<file path="src/rtl/usb_dfifo_arbiter.sv">
// ---------------------------------------------------------------------------
// usb_dfifo_arbiter
//
// Shares the single-port USB data-FIFO SRAM between three users:
//   1. the OTG controller's native dfifo port (absolute priority, no waits),
//   2. an auxiliary valid/ready port (debug readback / host inspection),
//   3. an internal clear engine that zero-fills the whole array.
//
// Ports (aclk domain, aresetn asynchronous active-low):
//   c_ce_n/c_we_n/c_addr/c_wdata   controller request, passed straight through
//   c_rdata                        controller read data (= m_rdata)
//   a_req_valid/ready/we/addr/wdata  aux request handshake
//   a_rsp_valid/a_rsp_data         aux read response, one cycle after handshake
//   a_wait_max                     longest aux stall seen, saturating
//   clr_start/clr_busy/clr_done    clear engine control and status
//   m_ce_n/m_we_n/m_addr/m_wdata   SRAM macro inputs (combinational)
//   m_rdata                        SRAM macro output, 1-cycle read latency
// ---------------------------------------------------------------------------
module usb_dfifo_arbiter #(
   parameter int ADDR_WIDTH = 11,
   parameter int DATA_WIDTH = 35,
   parameter int WAIT_WIDTH = 16
) (
   input  logic                  aclk,
   input  logic                  aresetn,
   input  logic                  c_ce_n,
   input  logic                  c_we_n,
   input  logic [ADDR_WIDTH-1:0] c_addr,
   input  logic [DATA_WIDTH-1:0] c_wdata,
   output logic [DATA_WIDTH-1:0] c_rdata,
   input  logic                  a_req_valid,
   output logic                  a_req_ready,
   input  logic                  a_req_we,
   input  logic [ADDR_WIDTH-1:0] a_req_addr,
   input  logic [DATA_WIDTH-1:0] a_req_wdata,
   output logic                  a_rsp_valid,
   output logic [DATA_WIDTH-1:0] a_rsp_data,
   output logic [WAIT_WIDTH-1:0] a_wait_max,
   input  logic                  clr_start,
   output logic                  clr_busy,
   output logic                  clr_done,
   output logic                  m_ce_n,
   output logic                  m_we_n,
   output logic [ADDR_WIDTH-1:0] m_addr,
   output logic [DATA_WIDTH-1:0] m_wdata,
   input  logic [DATA_WIDTH-1:0] m_rdata
);

   localparam logic [1:0] S_IDLE  = 2'd0;
   localparam logic [1:0] S_CLEAR = 2'd1;
   localparam logic [1:0] S_DONE  = 2'd2;

   localparam logic [ADDR_WIDTH-1:0] LAST_ADDR = '1;
   localparam logic [WAIT_WIDTH-1:0] WAIT_SAT  = '1;

   logic [1:0]            r_state;
   logic [ADDR_WIDTH-1:0] r_clr_ptr;
   logic                  r_rsp_valid;
   logic [WAIT_WIDTH-1:0] r_wait_cnt;
   logic [WAIT_WIDTH-1:0] r_wait_max;

   logic w_clr_busy;
   logic w_clr_grant;
   logic w_aux_ready;
   logic w_aux_hs;

   assign w_clr_busy  = (r_state == S_CLEAR);
   // The clear engine only gets the SRAM in cycles the controller leaves idle.
   assign w_clr_grant = w_clr_busy & c_ce_n;
   assign w_aux_ready = c_ce_n & ~w_clr_busy;
   assign w_aux_hs    = a_req_valid & w_aux_ready;

   assign a_req_ready = w_aux_ready;
   assign clr_busy    = w_clr_busy;
   assign clr_done    = (r_state == S_DONE);
   assign a_rsp_valid = r_rsp_valid;
   assign a_wait_max  = r_wait_max;

   // Both read-data outputs are pure pass-through: each consumer only looks at
   // m_rdata in the cycle after its own read, so sharing the bus is safe.
   assign c_rdata    = m_rdata;
   assign a_rsp_data = m_rdata;

   // SRAM port mux: controller > clear engine > aux.
   always_comb begin
      m_ce_n  = 1'b1;
      m_we_n  = 1'b1;
      m_addr  = a_req_addr;
      m_wdata = a_req_wdata;
      if (!c_ce_n) begin
         m_ce_n  = 1'b0;
         m_we_n  = c_we_n;
         m_addr  = c_addr;
         m_wdata = c_wdata;
      end else if (w_clr_busy) begin
         m_ce_n  = 1'b0;
         m_we_n  = 1'b0;
         m_addr  = r_clr_ptr;
         m_wdata = '0;
      end else if (w_aux_hs) begin
         m_ce_n  = 1'b0;
         m_we_n  = ~a_req_we;
      end
   end

   // Clear engine. clr_start is only honoured in IDLE; an aux request accepted
   // in that same cycle is already on the SRAM bus, so it completes first.
   always_ff @(posedge aclk or negedge aresetn) begin
      if (!aresetn) begin
         r_state   <= S_IDLE;
         r_clr_ptr <= '0;
      end else begin
         case (r_state)
            S_IDLE: begin
               if (clr_start) begin
                  r_state   <= S_CLEAR;
                  r_clr_ptr <= '0;
               end
            end
            S_CLEAR: begin
               // Pointer advances only on granted writes, so controller
               // cycles pause the sweep without skipping addresses.
               if (w_clr_grant) begin
                  r_clr_ptr <= r_clr_ptr + 1'b1;
                  if (r_clr_ptr == LAST_ADDR) begin
                     r_state <= S_DONE;
                  end
               end
            end
            S_DONE: begin
               r_state <= S_IDLE;
            end
            default: begin
               r_state <= S_IDLE;
            end
         endcase
      end
   end

   // Aux read response follows the SRAM's one-cycle read latency.
   always_ff @(posedge aclk or negedge aresetn) begin
      if (!aresetn) begin
         r_rsp_valid <= 1'b0;
      end else begin
         r_rsp_valid <= w_aux_hs & ~a_req_we;
      end
   end

   // Stall statistic: count cycles an aux request is held off, fold the count
   // into the running maximum on acceptance. Both are saturating by width.
   always_ff @(posedge aclk or negedge aresetn) begin
      if (!aresetn) begin
         r_wait_cnt <= '0;
         r_wait_max <= '0;
      end else begin
         if (w_aux_hs) begin
            if (r_wait_cnt > r_wait_max) begin
               r_wait_max <= r_wait_cnt;
            end
            r_wait_cnt <= '0;
         end else if (a_req_valid && !w_aux_ready && (r_wait_cnt != WAIT_SAT)) begin
            r_wait_cnt <= r_wait_cnt + 1'b1;
         end
      end
   end

endmodule

</file>
<file path="config.mk">
export PLATFORM = sky130hd
export DESIGN_NAME = usb_dfifo_arbiter
export DESIGN_NICKNAME = d
export VERILOG_FILES = /design/src/rtl/usb_dfifo_arbiter.sv
export SDC_FILE = /design/constraint.sdc
export NUM_CORES = 1
export LEC_CHECK = 0
export CORE_UTILIZATION = 36
export CTS_CLUSTER_SIZE = 40
export DETAILED_ROUTE_END_ITERATION = 10
export PLACE_DENSITY = 0.88
export REMOVE_ABC_BUFFERS = 1
export SLEW_MARGIN = 20
export SYNTH_ARGS = -nofsm -noshare
export SYNTH_HDL_FRONTEND = slang
export SYNTH_SLANG_ARGS = --single-unit
</file>
<file path="constraint.sdc">
create_clock -name aclk -period 3.5 [get_ports aclk]
set_clock_uncertainty 0.05 [all_clocks]
set_input_delay 0.7 -clock aclk [delete_from_list [all_inputs] [get_ports aclk]]
set_output_delay 0.7 -clock aclk [all_outputs]
set_load 0.005 [all_outputs]
</file>
# Word level (Yosys, flattened, before mapping)

Cells that the tools add are included.

Memories: 0
Flip-flop bits (word level): 46
Bits in latches: 0
Bits in read-only memories: 0
Output and inout bits: 138
RAM bits: 0

Multiply operators: 0
$lt $le $gt $ge: 1
Bitwise logic cells: 6
Reduce and logical (&&, ||, !) cells: 9
Add/sub/neg operators: 2
Multiplexer cells: 19
Shifts and indexed selects: 0
Equal/unequal tests: 7
Div/mod/pow operators: 0

Operator list:

| operator                                              | count |
|---|---|
| two-way mux 35 bit                                    | 2 |
| two-way mux 11 bit                                    | 4 |
| two-way mux 16 bit                                    | 2 |
| one-hot mux 11 bit (2 select lines)                   | 1 |
| adder 16 x 1 -> 16 bit, second input constant         | 1 |
| greater-than comparator 16 bit                        | 1 |
| inequality test 16 bit, second input constant         | 1 |
| adder 11 x 1 -> 11 bit, second input constant         | 1 |
| == test 11 bit, second input constant                 | 1 |
| two-way mux 1 bit                                     | 6 |
| two-way mux 2 bit                                     | 3 |
| AND reduction 3 bit                                   | 2 |
| AND 1 bit                                             | 4 |
| inequality test 2 x 1 -> 1 bit, second input constant | 2 |
| one-hot mux 2 bit (2 select lines)                    | 1 |
| nonzero test 2 bit                                    | 2 |
| == test 2 x 1 -> 1 bit, second input constant         | 1 |
| == test 2 bit, second input constant                  | 1 |
| logical AND 1 bit                                     | 2 |
| zero test 2 bit                                       | 1 |
| inequality test 2 bit, second input constant          | 1 |
| inverter 1 bit                                        | 2 |
| AND reduction 2 bit                                   | 1 |
| zero test 1 bit                                       | 1 |

# Longest topological paths before layout

Gate-level depths: netlist (run 1).

Depth in word-level cells: 8
Gate-level depth with buffers: 8
Gate-level depth less buffers: 7

# Worst setup path after synthesis (run 1)

No wires, ideal clock.

Path type: reg2reg
From: register r_wait_cnt[15]
To: register r_wait_max[0], in the netlist a_wait_max[0]
Arrival: 2.332 ns
Data required time: 3.325 ns
Slack: 0.993 ns
Stages on the path, launching flop included: 8
Period minus slack after synthesis: 2.507 ns
Setup time: 0.125 ns
Buffers on the path: 1
Path through: dfrtp_1 > ha_1 > nand4_2 > or4_4 > o21bai_4 > a31oi_4 > buf_12 > mux2_4

Word-level cells in the longest chain between the ends: 2

RTL lines:

| item                                 | line | RTL |
|---|---|---|
| from (decl)                          | 59   | `logic [WAIT_WIDTH-1:0] r_wait_cnt;` |
| from (signal assigned)               | 162  | `r_wait_cnt <= r_wait_cnt + 1'b1;` |
| greater-than comparator 16 bit       | 157  | `if (r_wait_cnt > r_wait_max) begin` |
| AND reduction 2 bit (no source line) | n/a  |  |
| to (signal assigned)                 | 158  | `r_wait_max <= r_wait_cnt;` |
| to (decl)                            | 60   | `logic [WAIT_WIDTH-1:0] r_wait_max;` |

Every way passes these cells.
A chain may end at the register's enable or synchronous reset.

# Worst setup path in the final report (run 1)

From: register r_state[1]
To: output port m_wdata[33]

Word-level cells in the longest chain between the ends: 3

RTL lines:

| item                   | line | RTL |
|---|---|---|
| from (decl)            | 56   | `logic [1:0] r_state;` |
| from (signal assigned) | 110  | `r_state <= S_IDLE;` |
| from (signal assigned) | 116  | `r_state <= S_CLEAR;` |
| from (signal assigned) | 126  | `r_state <= S_DONE;` |
| == test 2 x 1 -> 1 bit | 67   | `assign w_clr_busy = (r_state == S_CLEAR);` |
| two-way mux 35 bit     | 95   | `end else if (w_clr_busy) begin` |
| two-way mux 35 bit     | 90   | `if (!c_ce_n) begin` |
| to (decl)              | 45   | `output logic [DATA_WIDTH-1:0] m_wdata,` |

Every way passes these cells.

==> metrics, run 1 <==
slew at the pin closest to its max-slew limit=roughly 1.0 ns; Netlist cell types=45; relative contribution of the clock network to total power=25.7%; final number of setup-violating endpoints=0; power share of the sequential group=about two fifths; finished layout cell area=5270 µm²; final total negative setup slack=0 ns; Worst EP required=between 2 and 3 ns; result of the run=complete, no violations; Relative slew margins=approximately 30%; chain of cells forming the critical path=nand2b_2 -> buf_4 -> nand3_1 -> o21ai_0 -> clkdlybuf4s50_1; maximum resistive drop on vdd=0.199 mV; slowest cell delay on critical path=0.64 ns; buffer count from post-CTS setup fixing=0; global-route wire length before repair=21500 µm; slowest stage cell, crit path=sky130_fd_sc_hd__clkdlybuf4s50_1; Most Crowded Layer GR=met2; filler cell count=about 940; number of warnings issued by yosys=0; worst hold margin=0.344 ns; Inserted Clock Buffers=5; sequential-to-total area share from yosys stat=29.5%; buffer depth of the longest clock path=2; Logic pwr share=32.9%; path class of the lowest-slack min-delay path=input port to async pin; number of pins with negative max-slew slack in the final report=0; PortBufs=166; critical register-to-register path endpoint=a_wait_max[11]; H-tree depth=2; clock root buffer=sky130_fd_sc_hd__clkbuf_8; HPWL after DPL=11100 µm; Internal=1.08 mW; share of cells above drive strength 1=6.48%; antenna violations before repair=0; CTS-repair resized insts=0; Global Route met1 Usage=30.1%; vias after detailed routing=between 3000 and 4000; Pleak=2.20 nW; top achievable clock speed=0.312 GHz; hold bufs inserted after CTS=0; post-route minimum period=3.20 ns; Critical R2R Launch=r_wait_cnt[15]; Critical Path AT=2.45 ns; register-to-register setup slack=around 0.71 ns; number of standard cells after synthesis=499; R2R cell count=7; clock insertion delay at the later pin of the skew report=about 0.30 ns; total placed instance area=roughly 5200 µm²; standard-cell rows=37; clock-pin slew of the registers on the worst-case setup and hold paths=0.09 ns; clock tree from TritonCTS=done; maximum fanout along the worst path=51; Most used DFF post-synth=sky130_fd_sc_hd__dfrtp_1; switching power=503 µW; x dimension of the die=roughly 110 µm; Maximum Capacitance Violations=0; share of synthesized flip-flops with an asynchronous set or reset=100%; met2 routing resource usage after global routing=37.5%; clock sink total=46; antenna-violating nets left=0; total power of the final layout=~1.6 mW; worst setup path startpoint=r_state[1]; final hold violation count=0; category of the critical setup timing path=flip-flop to output port; synthesis-to-layout area growth=35.2%; chip height=106 µm; critical path endpoint category=output port; grt total ovfl=0; met3 Use GR=~15%; First-pass DRT Iterations=5; antenna fix cells=0; number of enable flip-flop cells after synthesis=0; power density normalized to cell area=approximately 300 nW/µm²; number of global-route vias before repair=~3800; average cell area after synthesis=7.82 µm²; startpoint type of the worst setup path=flip-flop; flip-flop and latch count after synthesis=46; share of the cycle needed by the critical path after routing=91.5%; maximum number of pins on one net before global-route repair=71; critical path capture point=m_wdata[33]; overall routing resource usage=25.0%; core area=approximately 10000 µm²; gp weighted congestion=about 0.9; initial standard-cell utilization of the core=37.4%; Routed WL=14400 µm; fraction of power spent switching nets=31.8%; Synth Cell Area=3900 µm²; setup repair after global routing missed its margin=no; final net count=737; first-iteration detailed-routing DRC count=370; average wire per standard cell=19.9 µm; Vias/cell=5.35; io pins=272; drt drc=0; area of the die=between 10000 and 15000 µm²
## cells in the final DEF, fill, tap and decap left out, types with 2 or more instances in the layout
master	synthesis	final
sky130_fd_sc_hd__clkbuf_8	0	5
sky130_fd_sc_hd__a211oi_1	3	3
sky130_fd_sc_hd__a21oi_1	13	13
sky130_fd_sc_hd__nand2_1	47	47
sky130_fd_sc_hd__and3_1	3	3
sky130_fd_sc_hd__a311oi_1	2	2
sky130_fd_sc_hd__a31oi_1	11	11
sky130_fd_sc_hd__mux2_4	7	7
sky130_fd_sc_hd__clkinvlp_4	0	2
sky130_fd_sc_hd__nor2_1	38	38
sky130_fd_sc_hd__clkdlybuf4s50_1	0	164
sky130_fd_sc_hd__buf_4	70	7
sky130_fd_sc_hd__nor4_1	4	4
sky130_fd_sc_hd__and4_1	3	3
sky130_fd_sc_hd__dfrtp_1	46	46
sky130_fd_sc_hd__nor3_1	6	6
sky130_fd_sc_hd__xor2_1	7	7
sky130_fd_sc_hd__nor2b_1	3	3
sky130_fd_sc_hd__ha_1	18	18
sky130_fd_sc_hd__nand4_1	5	5
sky130_fd_sc_hd__mux2_2	8	8
sky130_fd_sc_hd__o21ai_0	42	42
sky130_fd_sc_hd__mux2i_1	4	4
sky130_fd_sc_hd__xnor2_1	12	12
sky130_fd_sc_hd__nand3_1	48	48
sky130_fd_sc_hd__inv_1	57	57
## cell families (layout without fill, tap and decap cells)
logic type / Yosys count / count (layout) / synth area share, %
mux: 19 / 19 / 6.03
fa+ha+maj: 18 / 18 / 5.77
buf+inv: 151 / 238 / 21.8
compound gates: 84 / 84 / 13.3
simple gates: 162 / 162 / 19.3
xor+xnor: 19 / 19 / 4.27
flops: 46 / 46 / 29.5
## worst min-delay path by stage
stage	from	end	slack (ns)
6_report	aresetn	r_wait_cnt[9]	0.34
3_5_place_dp	a_wait_max[8]	a_wait_max[8]	0.48
3_3_place_gp	a_wait_max[8]	a_wait_max[8]	0.47
4_1_cts	a_wait_max[8]	a_wait_max[8]	0.50
5_1_grt	aresetn	a_wait_max[8]	0.39
2_1_floorplan	aresetn	a_rsp_valid	0.35
## layer usage
| layer | part of all wire, % | routed length (µm) |
|---|---|---|
| met5 | 0.75 | 108 |
| met4 | 1.6 | 236 |
| met3 | 15 | 2120 |
| met2 | 42 | 6030 |
| met1 | 41 | 5880 |
## cell usage after synthesis, types with 4 or more instances
cell | count | area share, %
sky130_fd_sc_hd__o21ai_0 | 42 | 5.4
sky130_fd_sc_hd__nor2_1 | 38 | 3.7
sky130_fd_sc_hd__xor2_1 | 7 | 1.6
sky130_fd_sc_hd__xnor2_1 | 12 | 2.7
sky130_fd_sc_hd__buf_1 | 6 | 0.58
sky130_fd_sc_hd__clkbuf_1 | 15 | 1.4
sky130_fd_sc_hd__nand3_1 | 48 | 6.2
sky130_fd_sc_hd__mux2i_1 | 4 | 1.0
sky130_fd_sc_hd__ha_1 | 18 | 5.8
sky130_fd_sc_hd__nand4_1 | 5 | 0.80
sky130_fd_sc_hd__mux2_4 | 7 | 2.7
sky130_fd_sc_hd__mux2_2 | 8 | 2.3
sky130_fd_sc_hd__a31oi_1 | 11 | 1.8
sky130_fd_sc_hd__inv_1 | 57 | 5.5
sky130_fd_sc_hd__nor3_1 | 6 | 0.77
sky130_fd_sc_hd__nor4_1 | 4 | 0.64
sky130_fd_sc_hd__buf_4 | 70 | 13
sky130_fd_sc_hd__nand2_1 | 47 | 4.5
sky130_fd_sc_hd__a21oi_1 | 13 | 1.7
sky130_fd_sc_hd__dfrtp_1 | 46 | 30
## sequential cells by signal, summed over array words and instances (netlist names)
register / flops
a_rsp_valid: 1
r_clr_ptr: 11
a_wait_max: 16
r_wait_cnt: 16
r_state: 2
## final cells by class
cell class,instances,area (µm²),area share [%]
Inverter,57,214,4.06
Multi-Input combinational cell,302,1900,36.1
Clock buffer,5,68.8,1.31
Clock inverter,3,45.0,0.854
Tap cell,136,170,3.23
Sequential cell,46,1150,21.8
Timing Repair Buffer,173,1720,32.6
## per-stage QoR
| step | util (%) | setup slack, ns | std cells |
|---|---|---|---|
| floorplan | - | 0.391 | 405 |
| global placement | 49.5 | 0.475 | 714 |
| detailed placement | 49.5 | 0.476 | 714 |
| CTS | 50.6 | 0.365 | 722 |
| global route | 50.6 | 0.222 | 722 |
| finish | 50.6 | 0.299 | 722 |
## power groups by stage
stage / Combinational [mW] / Sequential [mW] / Clock [mW]
2_1_floorplan: 0.218 / 0.644 / 0
3_3_place_gp: 0.502 / 0.661 / 0
3_5_place_dp: 0.517 / 0.664 / 0
4_1_cts: 0.523 / 0.653 / 0.411
5_1_grt: 0.572 / 0.664 / 0.430
6_report: 0.522 / 0.655 / 0.407
## critical path: cells and delay by family (launching register included)
kind                   cells  cell delay (ns)
AND/OR/NAND/NOR            2             0.29
flip-flops                 1             0.46
buffers and inverters      2             1.09
AO/OA/AOI/OAI              1             0.28
Note: power is estimated with default switching activity, not from simulation.
==> inputs of run 2 (changes only) <==
--- a/config.mk
+++ b/config.mk
@@ -8,6 +8,7 @@
 export CORE_UTILIZATION = 36
 export CTS_CLUSTER_SIZE = 40
 export DETAILED_ROUTE_END_ITERATION = 10
+export GPL_ROUTABILITY_DRIVEN = 0
 export PLACE_DENSITY = 0.88
 export REMOVE_ABC_BUFFERS = 1
 export SLEW_MARGIN = 20
==> run 2 against run 1 <==
Against the previous run:
- power rose by 0.23%
- final cell count unchanged
- worst setup slack gained 0.039 ns
- die area did not move
- global-route usage is 0.28 points higher
- critical path type unchanged
- wire length is 1.7% higher
- critical endpoint is now m_wdata[30]
- sequential cell count stayed put
==> metrics, run 2 (synthesized netlist as in run 1, its figures left out) <==
result of the run=complete, no violations; synthesis-to-layout area growth=35.2% (unchanged); Vias/cell=5.36 (+0.21%); clock tree from TritonCTS=done; vias after detailed routing=3873 (+0.21%); CTS-repair resized insts=0 (unchanged); grt total ovfl=0 (unchanged); maximum fanout along the worst path=51 (unchanged); share of the cycle needed by the critical path after routing=90.3% (-1.1 points); finished layout cell area=5270 µm² (unchanged); filler cell count=926 (-1.9%); met2 WL post-DR=6260 µm (+3.8%); standard-cell rows=37 (unchanged); worst hold margin=0.343 ns (-0.000819 ns); area of the die=11300 µm² (unchanged); Pleak=2.20 nW (unchanged); Routed WL=14600 µm (+1.7%); Maximum Capacitance Violations=0 (unchanged); clock insertion delay at the later pin of the skew report=0.30 ns (about the same); Buf/Inv on CP=2 (unchanged); First-pass DRT Iterations=7 (+2); first-iteration detailed-routing DRC count=401 (+8.4%); top achievable clock speed=0.316 GHz (+1.2%); buffer depth of the longest clock path=2 (unchanged); antenna fix cells=0 (unchanged); Logic pwr share=33.0% (about the same); metal1 wirelength=6090 µm (+3.6%); Seq. cell area=1150 µm² (unchanged); hold bufs inserted after CTS=0 (unchanged); highest layer used for signal routing=met5; slew at the pin closest to its max-slew limit=1.12 ns (+0.0721 ns); average wire per standard cell=20.2 µm (+1.7%); slowest stage cell, crit path=sky130_fd_sc_hd__clkdlybuf4s50_1; global-route wire length before repair=21500 µm (+0.29%); register-to-register setup slack=0.59 ns (-0.12 ns); post-route minimum period=3.16 ns (-0.0393 ns); maximum resistive drop on vdd=0.170 mV (-15%); final total negative setup slack=0 ns (unchanged); Relative slew margins=25.5% (-4.8 points); drt drc=0 (unchanged); startpoint type of the worst setup path=flip-flop; R2R cell count=7 (unchanged); number of pins with negative max-slew slack in the final report=0 (unchanged); PortBufs=166 (unchanged); antenna-violating nets left=0 (unchanged); core area=10400 µm² (unchanged); most used cells in the layout excluding fill and tap cells=sky130_fd_sc_hd__clkdlybuf4s50_1 (164), sky130_fd_sc_hd__inv_1 (57), sky130_fd_sc_hd__nand3_1 (48); Internal=1.08 mW (about the same); category of the critical setup timing path=flip-flop to output port; gate family responsible for the most delay along the worst path=buffers and inverters; met3 wire length=2010 µm (-5.1%); fraction of power spent switching nets=31.9% (+0.16 points); antenna violations before repair=0 (unchanged); final hold violation count=0 (unchanged); final net count=737 (unchanged); total power of the final layout=1.59 mW (+0.23%); chip height=106 µm (unchanged); HPWL after DPL=11200 µm (+0.94%); overall routing resource usage=25.2% (+0.28 points); io pins=272 (unchanged); chain of cells forming the critical path=nand2b_2 -> buf_4 -> nand3_1 -> o21ai_0 -> clkdlybuf4s50_1; clock sink total=46 (unchanged); share of cells above drive strength 1=6.48% (unchanged); clock root buffer=sky130_fd_sc_hd__clkbuf_8; Critical Path AT=2.41 ns (-0.04 ns); path class of the lowest-slack min-delay path=input port to async pin; most common cell after layout, fill and taps aside=sky130_fd_sc_hd__clkdlybuf4s50_1; number of global-route vias before repair=3692 (-1.9%); total placed instance area=5150 µm² (unchanged); critical register-to-register path endpoint=a_wait_max[6]; Inserted Clock Buffers=5 (unchanged); initial standard-cell utilization of the core=37.4% (unchanged); switching power=507 µW (+0.74%); multi-input combinational cell area=1900 µm² (unchanged); H-tree depth=2 (unchanged); buffer count from post-CTS setup fixing=0 (unchanged); power density normalized to cell area=301 nW/µm² (+0.23%); maximum number of pins on one net before global-route repair=71 (unchanged); Worst EP required=2.75 ns (about the same); Critical R2R Launch=r_wait_cnt[13]; critical path endpoint category=output port; final number of setup-violating endpoints=0 (unchanged); clock-pin slew of the registers on the worst-case setup and hold paths=0.10 ns (about the same); power share of the sequential group=41.6% (+0.2 points); x dimension of the die=106 µm (unchanged); setup repair after global routing missed its margin=no; relative contribution of the clock network to total power=25.4% (-0.3 points); slowest cell delay on critical path=0.63 ns (about the same)
-- run 2: metrics by stage --
stage | setup slack [ns] | cells | util [%]
final | 0.339 | 722 | 50.6
after global placement | 0.439 | 714 | 49.5
after detailed placement | 0.483 | 714 | 49.5
after floorplan | 0.391 | 405 | -
after CTS | 0.353 | 722 | 50.6
after global routing | 0.206 | 722 | 50.6
-- run 2: how the worst max path moves through the flow --
| stage | start | end | slack, ns | depth (start not counted) |
|---|---|---|---|---|
| floorplan | r_state[1] | a_wait_max[10] | 0.39 | 5 |
| global placement | c_wdata[2] | m_wdata[2] | 0.44 | 4 |
| detailed placement | c_wdata[2] | m_wdata[2] | 0.48 | 4 |
| CTS | r_state[1] | m_wdata[30] | 0.35 | 5 |
| global route | r_state[1] | m_wdata[33] | 0.21 | 5 |
| finish | r_state[1] | m_wdata[30] | 0.34 | 5 |
-- run 2: per-layer routing --
| layer | global-route usage (%) | up-vias |
|---|---|---|
| li1 | - | 1768 |
| met1 | 31.2 | 1815 |
| met2 | 37.3 | 269 |
| met3 | 14.5 | 19 |
| met4 | 4.96 | 2 |
| met5 | 9.52 | - |
-- run 2: power groups by stage --
| stage | clock network (mW) | logic [mW] | registers, mW |
|---|---|---|---|
| floorplan | 0 | 0.218 | 0.644 |
| global placement | 0 | 0.500 | 0.661 |
| detailed placement | 0 | 0.521 | 0.668 |
| CTS | 0.412 | 0.526 | 0.658 |
| global route | 0.435 | 0.576 | 0.669 |
| finish | 0.403 | 0.524 | 0.660 |
-- run 2: layout make-up --
cell class              count  share of cell area [%]
inverters                  57                    4.06
repair buffers            173                    32.6
multi-input cells         302                    36.1
flip-flops and latches     46                    21.8
clock buffers               5                    1.31
clock inverters             3                   0.854
well taps                 136                    3.23
